$ cat src/rtl/ringosc_meter_pkg.sv
// Shared types and constants for the ring-oscillator frequency meter.
package ringosc_meter_pkg;

  typedef enum logic [2:0] {
    IDLE    = 3'd0,
    RESET   = 3'd1,
    SETTLE  = 3'd2,
    MEASURE = 3'd3,
    DONE    = 3'd4
  } meter_state_e;

  localparam int SETTLE_CYCLES = 3;

  // Wide enough to hold N-1 for the longest window, 2^(2^sel_w - 1 + min_log2) - 1.
  function automatic int gate_cnt_w(input int sel_w, input int min_log2);
    return min_log2 + (1 << sel_w) - 1;
  endfunction

endpackage

$ cat src/rtl/osc_edge_sync.sv
// Two-flop synchronizer for the asynchronous ring-counter bit, plus a
// previous-value flop so rising edges appear as single-cycle pulses.
module osc_edge_sync (
  input  logic clk,
  input  logic rst_n,
  input  logic osc_i,
  output logic edge_o
);

  logic sync1_q, sync1_d;
  logic sync2_q, sync2_d;
  logic prev_q,  prev_d;

  always_comb begin
    sync1_d = osc_i;
    sync2_d = sync1_q;
    prev_d  = sync2_q;
  end

  always_ff @(posedge clk) begin
    if (!rst_n) begin
      sync1_q <= 1'b0;
      sync2_q <= 1'b0;
      prev_q  <= 1'b0;
    end else begin
      sync1_q <= sync1_d;
      sync2_q <= sync2_d;
      prev_q  <= prev_d;
    end
  end

  assign edge_o = sync2_q & ~prev_q;

endmodule

$ cat src/rtl/ringosc_freq_meter.sv
// Counts rising edges of a ring-counter bit over a power-of-two gate window
// and presents a saturating count on a valid/ready interface.
//
// state   | meaning
// IDLE    | ring stopped, waiting for start_i
// RESET   | ring counter held in reset for RST_CYCLES cycles
// SETTLE  | ring running, synchronizer flushed, edges ignored
// MEASURE | edges counted for N = 2^(sel+GATE_MIN_LOG2) cycles
// DONE    | ring stopped, result held until ready_i
module ringosc_freq_meter
  import ringosc_meter_pkg::*;
#(
  parameter int CNT_W         = 16,
  parameter int GATE_SEL_W    = 4,
  parameter int GATE_MIN_LOG2 = 4,
  parameter int RST_CYCLES    = 4
) (
  input  logic                  clk,
  input  logic                  rst_n,
  input  logic                  start_i,
  input  logic [GATE_SEL_W-1:0] gate_sel_i,
  input  logic                  osc_i,
  output logic                  ring_reset_o,
  output logic                  ring_stop_o,
  output logic                  busy_o,
  output logic [CNT_W-1:0]      result_o,
  output logic                  overflow_o,
  output logic                  valid_o,
  input  logic                  ready_i
);

  localparam int GATE_W = gate_cnt_w(GATE_SEL_W, GATE_MIN_LOG2);
  localparam logic [CNT_W-1:0] CNT_MAX = {CNT_W{1'b1}};

  meter_state_e          state_q, state_d;
  logic [GATE_W-1:0]     timer_q, timer_d;
  logic [GATE_SEL_W-1:0] sel_q, sel_d;
  logic [CNT_W-1:0]      count_q, count_d;
  logic                  ovf_q, ovf_d;
  logic [CNT_W-1:0]      result_q, result_d;
  logic                  overflow_q, overflow_d;
  logic                  valid_q, valid_d;
  logic                  ring_reset_q, ring_reset_d;
  logic                  ring_stop_q, ring_stop_d;
  logic                  busy_q, busy_d;

  logic                  osc_edge;
  logic [CNT_W-1:0]      cnt_next;
  logic                  ovf_next;
  logic [GATE_W:0]       gate_n;
  logic [GATE_W:0]       gate_n_m1;
  logic [GATE_W-1:0]     gate_load;

  osc_edge_sync u_sync (
    .clk    (clk),
    .rst_n  (rst_n),
    .osc_i  (osc_i),
    .edge_o (osc_edge)
  );

  // One extra bit so the largest window's N is representable before the -1.
  always_comb begin
    gate_n    = (GATE_W + 1)'(1) << (int'(sel_q) + GATE_MIN_LOG2);
    gate_n_m1 = gate_n - (GATE_W + 1)'(1);
    gate_load = gate_n_m1[GATE_W-1:0];
  end

  always_comb begin
    cnt_next = count_q;
    ovf_next = ovf_q;
    if (osc_edge) begin
      if (count_q == CNT_MAX) ovf_next = 1'b1;
      else                    cnt_next = count_q + CNT_W'(1);
    end
  end

  always_comb begin
    state_d    = state_q;
    timer_d    = timer_q;
    sel_d      = sel_q;
    count_d    = count_q;
    ovf_d      = ovf_q;
    result_d   = result_q;
    overflow_d = overflow_q;
    valid_d    = valid_q;

    case (state_q)
      IDLE: begin
        if (start_i) begin
          sel_d   = gate_sel_i;
          count_d = '0;
          ovf_d   = 1'b0;
          timer_d = GATE_W'(RST_CYCLES - 1);
          state_d = RESET;
        end
      end
      RESET: begin
        if (timer_q == '0) begin
          timer_d = GATE_W'(SETTLE_CYCLES - 1);
          state_d = SETTLE;
        end else begin
          timer_d = timer_q - GATE_W'(1);
        end
      end
      SETTLE: begin
        if (timer_q == '0) begin
          timer_d = gate_load;
          state_d = MEASURE;
        end else begin
          timer_d = timer_q - GATE_W'(1);
        end
      end
      MEASURE: begin
        count_d = cnt_next;
        ovf_d   = ovf_next;
        if (timer_q == '0) begin
          result_d   = cnt_next;
          overflow_d = ovf_next;
          valid_d    = 1'b1;
          state_d    = DONE;
        end else begin
          timer_d = timer_q - GATE_W'(1);
        end
      end
      DONE: begin
        if (valid_q && ready_i) begin
          valid_d = 1'b0;
          state_d = IDLE;
        end
      end
      default: begin
        valid_d = 1'b0;
        state_d = IDLE;
      end
    endcase

    // Outputs are registered from the next state so they align with state_q.
    ring_reset_d = (state_d == RESET);
    ring_stop_d  = !((state_d == SETTLE) || (state_d == MEASURE));
    busy_d       = (state_d != IDLE);
  end

  always_ff @(posedge clk) begin
    if (!rst_n) begin
      state_q      <= IDLE;
      timer_q      <= '0;
      sel_q        <= '0;
      count_q      <= '0;
      ovf_q        <= 1'b0;
      result_q     <= '0;
      overflow_q   <= 1'b0;
      valid_q      <= 1'b0;
      ring_reset_q <= 1'b0;
      ring_stop_q  <= 1'b1;
      busy_q       <= 1'b0;
    end else begin
      state_q      <= state_d;
      timer_q      <= timer_d;
      sel_q        <= sel_d;
      count_q      <= count_d;
      ovf_q        <= ovf_d;
      result_q     <= result_d;
      overflow_q   <= overflow_d;
      valid_q      <= valid_d;
      ring_reset_q <= ring_reset_d;
      ring_stop_q  <= ring_stop_d;
      busy_q       <= busy_d;
    end
  end

  assign ring_reset_o = ring_reset_q;
  assign ring_stop_o  = ring_stop_q;
  assign busy_o       = busy_q;
  assign result_o     = result_q;
  assign overflow_o   = overflow_q;
  assign valid_o      = valid_q;

endmodule

$ cat config.mk
export PLATFORM = sky130hd
export DESIGN_NAME = ringosc_freq_meter
export DESIGN_NICKNAME = d
export VERILOG_FILES = /design/src/rtl/ringosc_meter_pkg.sv /design/src/rtl/osc_edge_sync.sv /design/src/rtl/ringosc_freq_meter.sv
export SDC_FILE = /design/constraint.sdc
export NUM_CORES = 1
export LEC_CHECK = 0
export CAP_MARGIN = 40
export CORE_MARGIN = 4
export CORE_UTILIZATION = 60
export CTS_BUF_LIST = sky130_fd_sc_hd__clkbuf_8
export DETAILED_ROUTE_END_ITERATION = 16
export DONT_BUFFER_PORTS = 1
export HOLD_SLACK_MARGIN = 0.02
export PLACE_DENSITY = 0.86
export RECOVER_POWER = 50
export SYNTH_ARGS = -nofsm -noshare
export SYNTH_HDL_FRONTEND = slang
export SYNTH_HIERARCHICAL = 1
export SYNTH_SLANG_ARGS = --single-unit
export TNS_END_PERCENT = 20
$ cat constraint.sdc
create_clock -name clk -period 3.2 [get_ports clk]
set_clock_uncertainty 0.05 [all_clocks]
set_input_delay 0.64 -clock clk [delete_from_list [all_inputs] [get_ports clk]]
set_output_delay 0.64 -clock clk [all_outputs]
set_load 0.005 [all_outputs]
## After elaboration in Yosys (flattened, before gate mapping)

Index checks and enable logic that the tools add are counted.
W data, S select, Z words.

| cells by class | value |
|---|---|
| add/subtract/negate cells | 4 |
| equal/unequal tests | 12 |
| shift-type cells | 1 |
| muxes and demuxes | 22 |
| bitwise operators | 3 |
| reductions and logical operators | 14 |

Operators by type and width:

| cell | count |
|---|---|
| $mux W19 | 4 |
| $pmux W19 S4 | 1 |
| $mux W16 | 3 |
| $sub A19 B1 Y19 const B | 2 |
| $pmux W16 S2 | 1 |
| $logic_not A19 Y1 | 1 |
| $shl A1 B5 Y19 const A | 1 |
| $add A16 B1 Y16 const B | 1 |
| $eq A16 B16 Y1 const B | 1 |
| $mux W3 | 5 |
| $pmux W3 S5 | 1 |
| $eq A3 B2 Y1 const B | 4 |
| $ne A2 B2 Y1 const B | 4 |
| $eq A3 B1 Y1 const B | 2 |
| $reduce_and A2 Y1 | 3 |
| $reduce_and A3 Y1 | 2 |
| $add A4 B3 Y5 const B | 1 |
| $mux W1 | 5 |
| $reduce_bool A4 Y1 | 1 |
| $eq A3 B3 Y1 const B | 1 |
| $logic_not A3 Y1 | 1 |
| $pmux W1 S3 | 1 |
| $reduce_bool A3 Y1 | 1 |
| $reduce_or A3 Y1 | 1 |
| 7 further kinds | 8 |

| word-level totals | value |
|---|---|
| flip-flop bits (word level) | 67 |
| input port bits | 9 |
| logic and storage cells | 70 |

## Longest topological paths before layout

| logic depth | value |
|---|---|
| depth in word-level cells | 6 |
| gate-level depth with buffers | 14 |

## Hierarchy

Netlist, hierarchy kept.

By module, submodules not included:

| module | times used | cells an instance | area an instance (µm²) |
|---|---|---|---|
| ringosc_freq_meter | 1 | 488 | 3744.8 |
| osc_edge_sync | 1 | 7 | 92.6 |

## Worst setup path before layout

OpenSTA, ideal clock, no wires.

| path | value |
|---|---|
| kind | reg2reg |
| start | register sel_q[2] |
| end | register timer_q[10] |
| setup time | 65 ps |
| arrival | 2864 ps |
| data required time | 3085 ps |
| slack | 221 ps |
| cell stages (with the launch flop) | 15 |
| path through | dfxtp_1 -> clkbuf_1 -> inv_1 -> ha_1 -> nand2b_1 -> nor2_1 -> nand3_1 -> ha_1 -> clkbuf_1 -> or2_2 -> o31ai_1 -> a31oi_1 -> o22ai_1 -> a22oi_1 -> nor2_1 |

| on the way | value |
|---|---|
| cells in the longest elaborated chain, start to end | 5 |

Ends and longest elaborated chain:

| what | RTL line | RTL |
|---|---|---|
| start: declaration | ringosc_freq_meter.sv:37 | `logic [GATE_SEL_W-1:0] sel_q, sel_d;` |
| start signal: assignment | ringosc_freq_meter.sv:159 | `sel_q <= sel_d;` |
| $add A4 B3 Y5 | ringosc_freq_meter.sv:63 | `gate_n = (GATE_W + 1)'(1) << (int'(sel_q) + GATE_MIN_LOG2);` |
| $shl A1 B5 Y19 | ringosc_freq_meter.sv:63 |  |
| $sub A19 B1 Y19 | ringosc_freq_meter.sv:64 | `gate_n_m1 = gate_n - (GATE_W + 1)'(1);` |
| $mux W19 | ringosc_freq_meter.sv:106 | `if (timer_q == '0) begin` |
| $pmux W19 S4 | ringosc_freq_meter.sv:87 | `case (state_q)` |
| end signal: assignment | ringosc_freq_meter.sv:158 | `timer_q <= timer_d;` |
| end: declaration | ringosc_freq_meter.sv:36 | `logic [GATE_W-1:0] timer_q, timer_d;` |

No other way between the ends.
A chain may end at the register's enable or synchronous reset.

## Worst setup path in the final report

| path | value |
|---|---|
| start | register sel_q[3] |
| end | register timer_q[18] |

The elaborated chain is that of the path after synthesis.

==> impl_metrics.py <==
metrics = {
    "placement": {
        "dp_hpwl_um": 7130,
        "place.gp.congestion": 0.965,
        "port_buffers": 0,
        "dpl.cell_count": 550,
    },
    "critical_path": {
        "cp_cell_sequence": "inv_1, ha_1, nand2b_1, nor2_1, nand3_1, ha_1, or2_2, o21ai_0, a22o_1, a32oi_1, o31ai_1",
        "startpoint": "sel_q[3]$_SDFFE_PN0P_",
        "startpoint_type": "flop",
        "critical-path-top-cell-by-count": "sky130_fd_sc_hd__ha_1",
        "crit_path_largest_cell_delay_ps": 380,
        "worst-setup-path-type": "reg2reg",
        "worst-endpoint-arrival_ps": 3160,
        "cell_with_the_biggest_individual_delay_on_the_critical_path": "sky130_fd_sc_hd__dfxtp_1",
        "cp.required_ps": 3410,
        "worst-path-max-fanout": 9,
        "worst_path_dominant_cell_family": "simple AND/OR/NAND/NOR gates",
        "path_buf_inv": 1,
        "rr_startpoint": "sel_q[3]$_SDFFE_PN0P_",
        "endpoint_type_of_the_worst_setup_path": "flop",
    },
    "grt": {
        "gr_usage_total_pct": 27.6,
        "grt_antenna_before_repair": 0,
        "grt_max_degree": 31,
        "grt_pass1_vias": 3476,
        "grt.overflow.total": 0,
        "wire_length_of_the_first_global_routing_pass_um": 16800,
    },
    "clocking": {
        "number_of_buffers_created_by_cts": 9,
        "post_cts_hold_buffer_count": 0,
        "cts_tree": "yes",
        "insertion_delay_ps": 360,
        "cts_root_buf": "sky130_fd_sc_hd__clkbuf_8",
        "cts_num_sinks": 67,
        "cts.clk_slew.worst_paths_ps": 70,
        "cts-root-to-sink-buffers": 2,
        "post-cts-setup-buffers": 0,
        "post_cts_resize_count": 0,
        "cts_htree_levels": 3,
    },
    "power_and_ir_drop": {
        "p_per_area_nw_per_um2": 940,
        "vdd.ir_drop.worst_v": 0.000620,
        "power.static_leakage_nw": 1.49,
    },
    "sta": {
        "timing_worst_slew_pin_value_ps": 619,
        "fin_crit_ps": 2950,
        "final_report_max_slew_violation_count": 0,
        "setup-tns-final_ps": 0,
        "max_slew_headroom_at_the_worst_pin_pct": 58.3,
        "report.final.setup_viol": 0,
        "final_hold_viol_count": 0,
        "timing.final.crit_share_pct": 92.3,
        "achievable-frequency_mhz": 339,
        "rsz0062_at_grt": "no",
    },
    "die": {
        "floorplan.core_area_um2": 6060,
        "initial_cell_density_of_the_core_pct": 63.3,
        "row_count": 28,
        "fp.dieArea_um2": 7740,
        "io_pins": 30,
        "die_h_um": 88.0,
        "floorplan.die.width_um": 88.0,
    },
    "routing": {
        "wl_per_cell_um": 18.2,
        "routed-via-count": 3789,
        "route.antenna.remaining_nets": 0,
        "count_of_tritonroute_iterations_in_the_first_routing_pass": 5,
        "dr.first_iter.drc_count": 433,
        "postRouteWirelength_um": 10300,
        "via_per_inst": 6.69,
        "post-route-drc-count": 0,
    },
    "synth": {
        "synth_nets": 512,
        "synth.avg_cell_area_um2": 7.75,
        "flop_and_latch_count_out_of_synthesis": 67,
        "synth_instances": 495,
        "yosysSeqAreaShare_pct": 35.0,
        "synth-warning-count": 6,
        "netlist-cell-type-count": 69,
        "synth_enable_flop_cells": 0,
        "mappedNetlistArea_um2": 3840,
        "synth_top_flop_cell": "sky130_fd_sc_hd__dfxtp_1",
        "synth-async-reset-ratio_pct": 0,
    },
    "outcome": {
        "outcome": "completed",
    },
    "cells_and_area": {
        "area_growth_pct": 7.89,
        "layout-drive-gt1-share_pct": 8.55,
        "n_antenna_cell": 0,
        "stdcell_count": 566,
        "finalNetCount": 503,
    },
    "flow_run": {
        "max_cap_viols": 0,
    },
    "min_path": {
        "worstHoldStart": "rst_n",
        "min_path_type": "in2reg",
    },
}
cell type report:
type	instances	area, um2
multi-input cells	381	2310
fillers	483	1920
flip-flops and latches	67	1340
clock inverters	7	125
clock buffers	9	124
well taps	75	93.8
repair buffers	12	86.3
inverters	15	56.3
report_power, final:
group | internal [mW] | switching, mW
logic | 0.708 | 1.22
registers | 0.941 | 0.137
clock network | 0.524 | 0.358
worst reg2reg max path, stage by stage, from the launching register on:
cell                       delay, ps
sky130_fd_sc_hd__dfxtp_1         380
sky130_fd_sc_hd__inv_1           100
sky130_fd_sc_hd__ha_1            370
sky130_fd_sc_hd__nand2b_1        250
sky130_fd_sc_hd__nor2_1          230
sky130_fd_sc_hd__nand3_1         130
sky130_fd_sc_hd__ha_1            320
sky130_fd_sc_hd__or2_2           330
sky130_fd_sc_hd__o21ai_0         190
sky130_fd_sc_hd__a22o_1          160
sky130_fd_sc_hd__a32oi_1          60
sky130_fd_sc_hd__o31ai_1         280
layout by cell type (no fill, tap or decap), types with 5 or more instances in the layout:
| master | instances |
|---|---|
| sky130_fd_sc_hd__o31ai_1 | 7 |
| sky130_fd_sc_hd__a31oi_1 | 11 |
| sky130_fd_sc_hd__a21oi_1 | 37 |
| sky130_fd_sc_hd__clkbuf_8 | 9 |
| sky130_fd_sc_hd__a22o_1 | 9 |
| sky130_fd_sc_hd__xor2_1 | 5 |
| sky130_fd_sc_hd__nor3_1 | 16 |
| sky130_fd_sc_hd__o22ai_1 | 9 |
| sky130_fd_sc_hd__mux2i_1 | 7 |
| sky130_fd_sc_hd__a22oi_1 | 6 |
| sky130_fd_sc_hd__dfxtp_1 | 67 |
| sky130_fd_sc_hd__nand4_1 | 7 |
| sky130_fd_sc_hd__o21ai_0 | 17 |
| sky130_fd_sc_hd__a211oi_1 | 8 |
| sky130_fd_sc_hd__and4_1 | 5 |
| sky130_fd_sc_hd__o21ai_1 | 18 |
| sky130_fd_sc_hd__ha_1 | 8 |
| sky130_fd_sc_hd__nand3_1 | 17 |
| sky130_fd_sc_hd__nor2_1 | 61 |
| sky130_fd_sc_hd__xnor2_1 | 9 |
| sky130_fd_sc_hd__nand2_1 | 43 |
| sky130_fd_sc_hd__buf_4 | 11 |
| sky130_fd_sc_hd__inv_1 | 13 |
| sky130_fd_sc_hd__or3_1 | 8 |
registers in the layout, indices dropped and copies added (netlist names):
register	cells
u_sync/sync1_q	1
overflow_o	1
valid_o	1
sel_q	4
ring_stop_o	1
u_sync/prev_d	1
timer_q	19
state_q	3
count_q	16
ring_reset_o	1
result_o	16
ovf_q	1
u_sync/prev_q	1
busy_o	1
metal layers:
metal	vias up	routed length, um	GRT usage (%)
met5	-	0	0
li1	1806	-	-
met3	22	988	7.34
met2	184	4620	42.7
met4	0	184	10.3
met1	1777	4500	37.0
cell families (layout without fill, tap and decap cells):
| family | count (synthesis) | after routing | synth area share [%] |
|---|---|---|---|
| AO/OA/AOI/OAI | 152 | 152 | 25.8 |
| XOR/XNOR | 14 | 14 | 3.20 |
| adder cells (fa/ha/maj) | 8 | 8 | 2.61 |
| buffers and inverters | 47 | 43 | 4.76 |
| flip-flops | 67 | 67 | 35.0 |
| multiplexers | 9 | 9 | 2.41 |
| AND/OR/NAND/NOR | 198 | 198 | 26.2 |
Yosys cell counts (2+ instances only):
| library cell | n | area (um2) |
|---|---|---|
| sky130_fd_sc_hd__a21o_1 | 3 | 22.5 |
| sky130_fd_sc_hd__a21oi_1 | 37 | 185 |
| sky130_fd_sc_hd__and4_1 | 5 | 43.8 |
| sky130_fd_sc_hd__nor2_1 | 61 | 229 |
| sky130_fd_sc_hd__o32ai_1 | 2 | 17.5 |
| sky130_fd_sc_hd__o22ai_1 | 9 | 56.3 |
| sky130_fd_sc_hd__xor2_1 | 5 | 43.8 |
| sky130_fd_sc_hd__a32oi_1 | 2 | 17.5 |
| sky130_fd_sc_hd__nand3b_1 | 3 | 22.5 |
| sky130_fd_sc_hd__a41oi_1 | 2 | 17.5 |
| sky130_fd_sc_hd__o31ai_1 | 7 | 52.6 |
| sky130_fd_sc_hd__and2_1 | 7 | 43.8 |
| sky130_fd_sc_hd__nor3_1 | 16 | 80.1 |
| sky130_fd_sc_hd__mux2i_1 | 7 | 70.1 |
| sky130_fd_sc_hd__nor4_1 | 4 | 25.0 |
| sky130_fd_sc_hd__a22oi_1 | 6 | 45.0 |
| sky130_fd_sc_hd__or3_1 | 8 | 50.1 |
| sky130_fd_sc_hd__a31oi_1 | 11 | 68.8 |
| sky130_fd_sc_hd__nand2b_1 | 4 | 25.0 |
| sky130_fd_sc_hd__buf_2 | 5 | 25.0 |
| sky130_fd_sc_hd__o21ai_1 | 18 | 90.1 |
| sky130_fd_sc_hd__or4_4 | 2 | 22.5 |
| sky130_fd_sc_hd__a311oi_1 | 4 | 35.0 |
| sky130_fd_sc_hd__a211oi_1 | 8 | 60.1 |
| sky130_fd_sc_hd__clkbuf_1 | 27 | 101 |
| sky130_fd_sc_hd__inv_1 | 13 | 48.8 |
| sky130_fd_sc_hd__or4_1 | 3 | 22.5 |
| sky130_fd_sc_hd__and3_1 | 3 | 18.8 |
| sky130_fd_sc_hd__a22o_1 | 9 | 78.8 |
| sky130_fd_sc_hd__nand3_1 | 17 | 85.1 |
| sky130_fd_sc_hd__xnor2_1 | 9 | 78.8 |
| sky130_fd_sc_hd__nand2_1 | 43 | 161 |
| sky130_fd_sc_hd__nand4_1 | 7 | 43.8 |
| sky130_fd_sc_hd__o21ai_0 | 17 | 85.1 |
| sky130_fd_sc_hd__dfxtp_1 | 67 | 1340 |
| sky130_fd_sc_hd__ha_1 | 8 | 100 |
| sky130_fd_sc_hd__a221oi_1 | 2 | 17.5 |
| sky130_fd_sc_hd__or2_2 | 3 | 18.8 |
worst paths after layout:
check | to | slack, ps | depth (start not counted)
max | timer_q[18]$_SDFFE_PN0P_ | 250 | 11
min reg2reg | u_sync/prev_d$_SDFF_PN0_ | 380 | 1
min | u_sync/sync1_q$_SDFF_PN0_ | 360 | 1
max reg2reg | timer_q[18]$_SDFFE_PN0P_ | 250 | 11
through the flow:
step                hold slack [ps]  cell area (um2)  power, mW  setup WS, ps  utilization, %
floorplan                       356             3840       2.47           221               -
global placement                360             3890       2.93           486            64.1
detailed placement              367             3890       2.97           324            64.3
CTS                             359             4140       3.85           301            68.4
global route                    363             4140       4.13          12.6            68.3
finish                          357             4140       3.89           247            68.3
No activity file was read; power rests on OpenSTA's default activity.
